## src/rtl/cpu_dbg_port.sv

```systemverilog
// CPU-side debug responder: run/step pipeline enable,
// advanced-cycle counter and regfile/data-memory inspection reads.
module cpu_dbg_port #(
  parameter int MEM_AW = 8,
  parameter int DATA_W = 32,
  parameter int CNT_W  = 16
) (
  input  logic              clk,
  input  logic              rst,
  input  logic              succ,
  input  logic              step,
  input  logic              dbg_req,
  input  logic              dbg_m_rf,
  input  logic [MEM_AW-1:0] dbg_addr,
  output logic              dbg_ack,
  output logic [DATA_W-1:0] dbg_rdata,
  output logic              cpu_en,
  output logic              halted,
  output logic [4:0]        rf_raddr,
  input  logic [DATA_W-1:0] rf_rdata,
  output logic [MEM_AW-1:0] mem_raddr,
  input  logic [DATA_W-1:0] mem_rdata,
  output logic [CNT_W-1:0]  adv_cnt
);

  typedef enum logic [1:0] {
    IDLE,
    ISSUE,
    WAIT,
    RESP
  } state_t;

  state_t state, state_nxt;

  logic step_q;
  logic step_rise;
  logic m_rf_q;
  logic latch;
  logic capture;

  assign step_rise = step & ~step_q;

  // Run/step enable, halt flag and advanced-cycle counter
  always_ff @(posedge clk) begin
    if (rst) begin
      step_q  <= 1'b0;
      cpu_en  <= 1'b0;
      halted  <= 1'b1;
      adv_cnt <= '0;
    end else begin
      step_q  <= step;
      cpu_en  <= succ | (~succ & step_rise);
      halted  <= ~succ;
      adv_cnt <= adv_cnt + CNT_W'(cpu_en);
    end
  end

  // Read FSM state register
  always_ff @(posedge clk) begin
    if (rst) state <= IDLE;
    else     state <= state_nxt;
  end

  // Read FSM next state plus latch/capture strobes
  always_comb begin
    state_nxt = state;
    latch     = 1'b0;
    capture   = 1'b0;
    unique case (state)
      IDLE: begin
        if (dbg_req) begin
          latch     = 1'b1;
          state_nxt = ISSUE;
        end
      end
      ISSUE: state_nxt = WAIT;
      WAIT: begin
        capture   = 1'b1;
        state_nxt = RESP;
      end
      RESP: begin
        if (dbg_req) begin
          latch     = 1'b1;
          state_nxt = ISSUE;
        end else begin
          state_nxt = IDLE;
        end
      end
      default: state_nxt = IDLE;
    endcase
  end

  // Address registers, loaded only at latch points
  always_ff @(posedge clk) begin
    if (rst) begin
      rf_raddr  <= '0;
      mem_raddr <= '0;
      m_rf_q    <= 1'b0;
    end else if (latch) begin
      rf_raddr  <= dbg_addr[4:0];
      mem_raddr <= dbg_addr;
      m_rf_q    <= dbg_m_rf;
    end
  end

  // Read-data capture and one-cycle ack; x0 always reads zero
  always_ff @(posedge clk) begin
    if (rst) begin
      dbg_ack   <= 1'b0;
      dbg_rdata <= '0;
    end else begin
      dbg_ack <= capture;
      if (capture) begin
        if (m_rf_q)
          dbg_rdata <= mem_rdata;
        else if (rf_raddr == 5'd0)
          dbg_rdata <= '0;
        else
          dbg_rdata <= rf_rdata;
      end
    end
  end

endmodule

```

## config.mk

```make
export PLATFORM = sky130hd
export DESIGN_NAME = cpu_dbg_port
export DESIGN_NICKNAME = d
export VERILOG_FILES = /design/src/rtl/cpu_dbg_port.sv
export SDC_FILE = /design/constraint.sdc
export NUM_CORES = 1
export LEC_CHECK = 0
export ABC_AREA = 1
export CAP_MARGIN = 5
export CORE_ASPECT_RATIO = 1.4
export CORE_MARGIN = 3
export CORE_UTILIZATION = 43
export DETAILED_ROUTE_END_ITERATION = 8
export PLACE_DENSITY = 0.91
export SETUP_SLACK_MARGIN = 0.5
export SYNTH_ARGS = -nofsm -noshare
export SYNTH_HDL_FRONTEND = slang
export SYNTH_SLANG_ARGS = --single-unit
export TNS_END_PERCENT = 5
```

## constraint.sdc

```tcl
create_clock -name clk -period 2.8 [get_ports clk]
set_input_delay 0.56 -clock clk [delete_from_list [all_inputs] [get_ports clk]]
set_output_delay 0.56 -clock clk [all_outputs]
set_load 0.005 [all_outputs]
```

# == Word-level counts from Yosys, hierarchy flattened ==
# Cells that the tools add are included.
# word_totals
ff_bits,68
in_bits,78
out_inout_bits,64
word_cells,31
# op_classes
addsub,1
n_eq_ne,4
n_mux,8
bitwise,5
reduce_logical,3
# ops
operator,n
2-to-1 mux 32 bit,2
adder 16 x 1 -> 16 bit,1
one-hot mux 2 bit (4 select lines),1
zero test 5 bit,1
"== test 2 bit, second input constant",2
2-to-1 mux 1 bit,4
AND 1 bit,2
"== test 2 x 1 -> 1 bit, second input constant",1
zero test 2 bit,1
2-to-1 mux 2 bit,1
"inequality test 2 bit, second input constant",1
inverter 1 bit,2
OR reduction 2 bit,1
bitwise OR 1 bit,1

# == Depth between registers and ports, before layout ==
# Gate-level depths: netlist (run 1).
# logic_depth
depth_word,4
mapped_depth,8
depth_no_buf,8

# == Worst setup path after synthesis (run 1) ==
# OpenSTA, ideal clock, no wires.
# synth_path
kind,register to register
startpoint,reg state[0]
endpoint,reg m_rf_q
setup_time_ps,119
arrival_time_ps,1219
required_time_ps,2681
setup_slack_ps,1462
path_stages_with_launch,7
synth_period_minus_slack_ps,1338
cell_sequence,dfxtp_1 -> inv_1 -> ha_1 -> nor2_2 -> inv_2 -> o21ai_1 -> a21oi_1
# synth_between
elab_chain_cells,3
elab_cells_between_ends,4
classes_between,eq/ne (1); mux (1); reduce/logical (2)
# synth_lines
element,line,source
"start, declared",33,"state_t state, state_nxt;"
"start signal, assigned",61,else state <= state_nxt;
== test 2 bit / zero test 2 bit (equally long branches),69,unique case (state)
OR reduction 2 bit (no source line) *,n/a,
2-to-1 mux 1 bit *,n/a,
"end signal, assigned",102,m_rf_q <= dbg_m_rf;
"end, declared",37,logic m_rf_q;
# Mark *: on every way between the ends. The rest lies on a longest branch, timed or not.
# A chain may end at the register's enable or synchronous reset.

# == Final worst setup path (run 1) ==
# layout_path
startpoint,reg m_rf_q
endpoint,reg dbg_rdata[1]
# layout_between
elab_chain_cells,1
# layout_lines
element,line,source
2-to-1 mux 32 bit,114,if (m_rf_q)
"end signal, assigned",115,dbg_rdata <= mem_rdata;
"end signal, assigned",119,dbg_rdata <= rf_rdata;
"end, declared",16,"output logic [DATA_W-1:0] dbg_rdata,"
# No other way between the ends.

==> results.yml, run 1 <==
clocking:
  clk_latency_ns: 0.33
  cts.htree.levels: 3
  cts_buffers: 9
  hold_buffers: 0
  cts_tree: "yes"
  ctsResizeCount: 0
  cts_setup_buffers: 0
  clkTransAtPathRegs_ns: 0.07
  clkSinkCount: 63
  cts_root_buf: "clkbuf_8"
  cts_buffer_depth: 2
setup_path:
  cp-start-kind: "register"
  r2r_cells: 4
  critPathKind: "register to register"
  cp-end-kind: "register"
  critPathMaxFanout: 33
  cp_data_arrival_time_ns: 2.14
  worstPathRequired_ns: 3.06
grt:
  antenna_found_initial: 0
  grt_max_degree: 34
  overflow: 0
  grt_pass1_vias: 2977
  grt_pass1_wl_mm: 13.61
  grt_use_total_pct: 23.23
min_path:
  hp-class: "register to register"
  hold_depth: 1
power:
  peakVddDrop_mv: 0.5958
  leakagePower_nw: 1.753
  p_per_area_nw_per_um2: 840.1
synth:
  synthMuxAreaShare_pct: 0
  ys_seq_area_share_pct: 45.49
  syn-instance-count: 369
  synth_area_um2: 2773
  ys.flop_type: "dfxtp_1"
  async_reset_ff_share_pct: 0
  yosys_register_bits: 63
  yosys.area_share.simple_pct: 18.50
  synth_top_family_by_area: "compound AO/OA/AOI/OAI gates"
  synthXorXnorAreaFrac_pct: 0.3159
  synth_edf_count: 0
  synth_warnings: 0
  avgSynthCellArea_um2: 7.514
  synth_fa_ha_area_share_pct: 3.159
  yosys.cell_types.count: 26
  synth_compound_area_share_pct: 23.15
  syn-num-nets: 454
detailed_routing:
  totalWireLength_mm: 8.678
  via_count: 3121
  drcViolationCount: 0
  wl_per_cell_um: 15.04
  drt_iter0_markers: 265
  vias_per_cell: 5.409
  drt-pass1-iter-count: 7
  postRouteAntennaNets: 0
sta:
  slew_viol_final: 0
  finalSetupViolations: 0
  slew_headroom_pct: 25.29
  fmax_ghz: 0.5307
  period_share_pct: 67.30
  setup_slack_ns: 0.9157
  hold-worst-slack_ns: 0.4189
  tns_ns: 0
  clock_skew_ns: 0.01141
  tightest_slew_ns: 1.118
  rsz0062_at_grt: "no"
  min_period_ns: 1.884
  hold_violations: 0
final_layout:
  nets: 585
  drive_gt1_share_pct: 5.545
  diodes: 0
  syn2layout_area_growth_pct: 58.35
  register_area_um2: 1261
  multiInputGateArea_um2: 1251
  fillerInstances: 521
die:
  die_h_um: 101.0
  io_pins: 142
  initial_core_util_pct: 44.34
  design.core.area_um2: 6254
  dieArea_um2: 7461
  dieWidth_um: 73.87
  rows: 34
place:
  pre_cts_ws_ns: 0.8360
  dp_hpwl_mm: 6.320
  place.port_buffers: 141
  place_congestion: 0.8181
run:
  drv_cap: 0
run_status:
  outcome: "finished clean"
## power breakdown
part / switching (mW) / leakage (nW) / internal (mW)
combinational: 0.786 / 1.13 / 0.753
sequential: 0.138 / 0.516 / 1.14
clock: 0.350 / 0.110 / 0.526
## synth_stat cells (all sizes together), types with 2 or more instances
cell    number  area share, %
buf         18            4.1
nor3         4           0.72
nand3       39            7.0
a21oi       76             14
dfxtp       63             45
nand2       31            4.4
inv         29            3.9
nor2        39            5.9
o21ai       48            8.7
nand4        2           0.45
ha           7            3.2
clkbuf       9            1.4
## worst paths after layout
path,start,end,slack [ns]
setup / recovery,m_rf_q,dbg_rdata[1],0.92
hold / removal,step_q,cpu_en,0.42
setup reg to reg,m_rf_q,dbg_rdata[1],0.92
hold reg to reg,step_q,cpu_en,0.42
## sequential cells by signal, summed over array words and instances (netlist names)
name,flops
dbg_rdata,32
adv_cnt,16
mem_raddr,4
rf_raddr,4
state,2
cpu_en,1
dbg_ack,1
halted,1
m_rf_q,1
step_q,1
## stage by stage
step	cell area, µm²	instances	util, %	power (mW)
floorplan	2773	369	-	2.078
global placement	4168	561	66.65	2.763
detailed placement	4168	561	66.65	2.831
CTS	4390	577	70.21	3.709
global route	4390	577	70.21	3.931
finish	4390	577	70.21	3.688
## worst max-delay path, stage by stage, from the launching register on
cell     delay (ns)
dfxtp_1        0.30
buf_4          0.24
inv_1          0.84
nand3_1        0.22
a21oi_1        0.21
## layout by cell type (no fill, tap or decap), types with 7 or more instances in the layout
cell type,instances
a21oi_1,76
clkbuf_8,10
clkdlybuf4s50_1,141
dfxtp_1,63
ha_1,7
inv_1,27
nand2_1,29
nand3_1,39
nor2_1,36
o21ai_0,47
## cells by family after synthesis
kind of cell               Yosys count
buffers and inverters               56
adders and majority gates            7
and+or+nand+nor                    115
xor gates and xnor gates             1
DFF                                 63
AOI/OAI and AO/OA                  127
## cell type report
type / count / share of cell area, %
repair buffers: 147 / 33.17
flip-flops and latches: 63 / 28.73
multi-input cells: 250 / 28.50
clock buffers: 11 / 3.220
inverters: 29 / 2.479
well taps: 72 / 2.052
clock inverters: 5 / 1.852
## per-layer routing
layer	wire length, µm	share of wire (%)	track usage [%]	vias up
met5	0	0	0	-
met4	241	2.8	11.02	0
met3	662	7.6	6.188	22
met2	4520	52	40.10	153
met1	3254	37	25.88	1446
li1	-	-	-	1500
Power figures use the tool's default switching activity.
==> inputs of run 2 (changes only) <==
- CORE_UTILIZATION: 43 -> 36
- PLACE_DENSITY: 0.91 -> 0.82
- clock period: 2.8 -> 1.5 ns (I/O delays scaled with it)
==> run 2 against run 1 <==
Against the previous run:
- sequential power up 91%
- register-to-register slack worse by 0.76 ns
- sequential cell count unchanged
- wire length up 16%
- hold slack worse by 0.0037 ns
- largest power group unchanged
==> results.yml, run 2 (synthesis results as in run 1) <==
sta:
  min_period_ns: 1.349
  rsz0062_at_grt: "yes"
  period_share_pct: 89.92
  hold_violations: 0
  tightest_slew_ns: 0.5736
  slew_headroom_pct: 61.76
  clock_skew_ns: 0.008201
  slew_viol_final: 0
  fmax_ghz: 0.7414
  tns_ns: 0
  finalSetupViolations: 0
detailed_routing:
  drt_iter0_markers: 169
  postRouteAntennaNets: 0
  totalWireLength_mm: 10.11
  via_count: 3256
  vias_per_cell: 5.152
  drcViolationCount: 0
  drt-pass1-iter-count: 4
  wl_per_cell_um: 15.99
setup_path:
  worstPathRequired_ns: 1.73
  cp_cell_sequence: "buf_6 > buf_6 > nor3_4 > nand2_4 > buf_12 > nand3_4 > a21oi_1"
  critPathMaxFanout: 8
  cp_slowest_cell: "dfxtp_2"
  cp-end-kind: "register"
  crit_family: "buffers and inverters"
  critPathKind: "register to register"
  cp_data_arrival_time_ns: 1.58
  cp.buffers_inverters: 3
  cp_common_cell: "buf_6"
  cp-start-kind: "register"
  critical-path-max-stage-delay_ns: 0.33
power:
  peakVddDrop_mv: 1.009
  leakagePower_nw: 2.267
  p_per_area_nw_per_um2: 1560
die:
  design.core.area_um2: 7407
  die_h_um: 109.8
  io_pins: 142
  dieWidth_um: 80.17
  dieArea_um2: 8806
  rows: 37
  initial_core_util_pct: 37.43
place:
  place_congestion: 0.7826
  dp_hpwl_mm: 6.384
  place.port_buffers: 141
grt:
  overflow: 0
  grt_pass1_vias: 3312
  antenna_found_initial: 0
  grt_use_total_pct: 22.53
  grt_max_degree: 34
  grt_pass1_wl_mm: 15.47
clocking:
  clkTransAtPathRegs_ns: 0.08
  cts_tree: "yes"
  clkSinkCount: 63
  cts_root_buf: "clkbuf_8"
  cts.htree.levels: 3
  cts_buffer_depth: 2
  cts_buffers: 9
  clk_latency_ns: 0.34
min_path:
  hp-class: "register to register"
final_layout:
  reg_top3: "dbg_rdata x32, adv_cnt x16"
  diodes: 0
  register_area_um2: 1313
  largest_reg_flops: 32
  fillerInstances: 604
  nets: 615
  postLayoutCoreUtil_pct: 68.23
  syn2layout_area_growth_pct: 82.27
  drive_gt1_share_pct: 27.48
  final_cell_mix: "77 x clkdlybuf4s50_1, 62 x a21oi_1, 58 x dlygate4sd2_1"
  regMostFlops: "dbg_rdata"
  layout_commonest_cell: "clkdlybuf4s50_1"
  multiInputGateArea_um2: 1583
run:
  drv_cap: 0
run_status:
  outcome: "finished clean"
-- run 2: changes by cell type in the layout (fill, tap and decap cells not counted), moves of 4 or more --
cell / delta
clkdlybuf4s50_1: -64
dlygate4sd2_1: +58
dfxtp_1: -25
nand3_1: -25
buf_4: +21
nand3_2: +19
dfxtp_2: +17
a21oi_1: -14
a21oi_2: +14
dfxtp_4: +8
buf_6: +7
nand3_4: +6
o21ai_0: -6
ha_1: -4
-- run 2: where the power goes --
group          internal (mW)  switching [mW]
sequential              2.15           0.285
clock                  0.817           0.695
combinational           1.89            2.05
total                   4.85            3.03
-- run 2: layer usage --
layer	GRT usage, %	part of all wire, %	vias to the layer above
met5	0	0	-
met4	10.14	2.7	0
met3	5.902	6.1	26
met2	40.23	54	120
met1	24.71	38	1538
li1	-	-	1572
-- run 2: metrics by stage --
stage | instance area [µm²] | worst slack [ns] | hold WS, ns | total power [mW] | std cells
6_report | 5054 | 0.1512 | 0.4152 | 7.882 | 632
5_1_grt | 5054 | 0.09111 | 0.4471 | 8.392 | 632
4_1_cts | 4836 | 0.1995 | 0.4143 | 7.440 | 625
3_5_place_dp | 4335 | 0.04180 | 0.4025 | 5.420 | 592
3_3_place_gp | 4335 | 0.1119 | 0.4011 | 5.336 | 592
2_1_floorplan | 2846 | 0.3486 | 0.3776 | 3.966 | 369
-- run 2: path summary, 6_finish.rpt --
| check | endpoint | slack, ns | from | depth (start not counted) |
|---|---|---|---|---|
| worst max-delay path | dbg_rdata[19] | 0.15 | rf_raddr[1] | 7 |
| worst min-delay path | cpu_en | 0.42 | step_q | 1 |
| worst max register to register | dbg_rdata[19] | 0.15 | rf_raddr[1] | 7 |
| worst min register to register | cpu_en | 0.42 | step_q | 1 |
-- run 2: what timing repair did --
item,CTS,global route
gates resized for setup,147,42
hold buffers,0,0
setup endpoints to repair,122,123
hold endpoints to repair,0,0
gates cloned,3,0
buffers inserted,14,7
pin swaps,7,10
-- run 2: layout make-up --
| class | instances | area share, % |
|---|---|---|
| clock buffer | 10 | 2.723 |
| sequential | 63 | 25.97 |
| multi-input combinational | 250 | 31.32 |
| timing repair buffer | 177 | 33.89 |
| tap | 97 | 2.402 |
| inverter | 29 | 2.303 |
| clock inverter | 6 | 1.386 |
-- run 2: worst register-to-register path: cells and delay by family (launching register included) --
kind | cells | cell delay, ns
flops | 1 | 0.33
compound gates | 1 | 0.07
simple gates | 3 | 0.44
buf+inv | 3 | 0.41
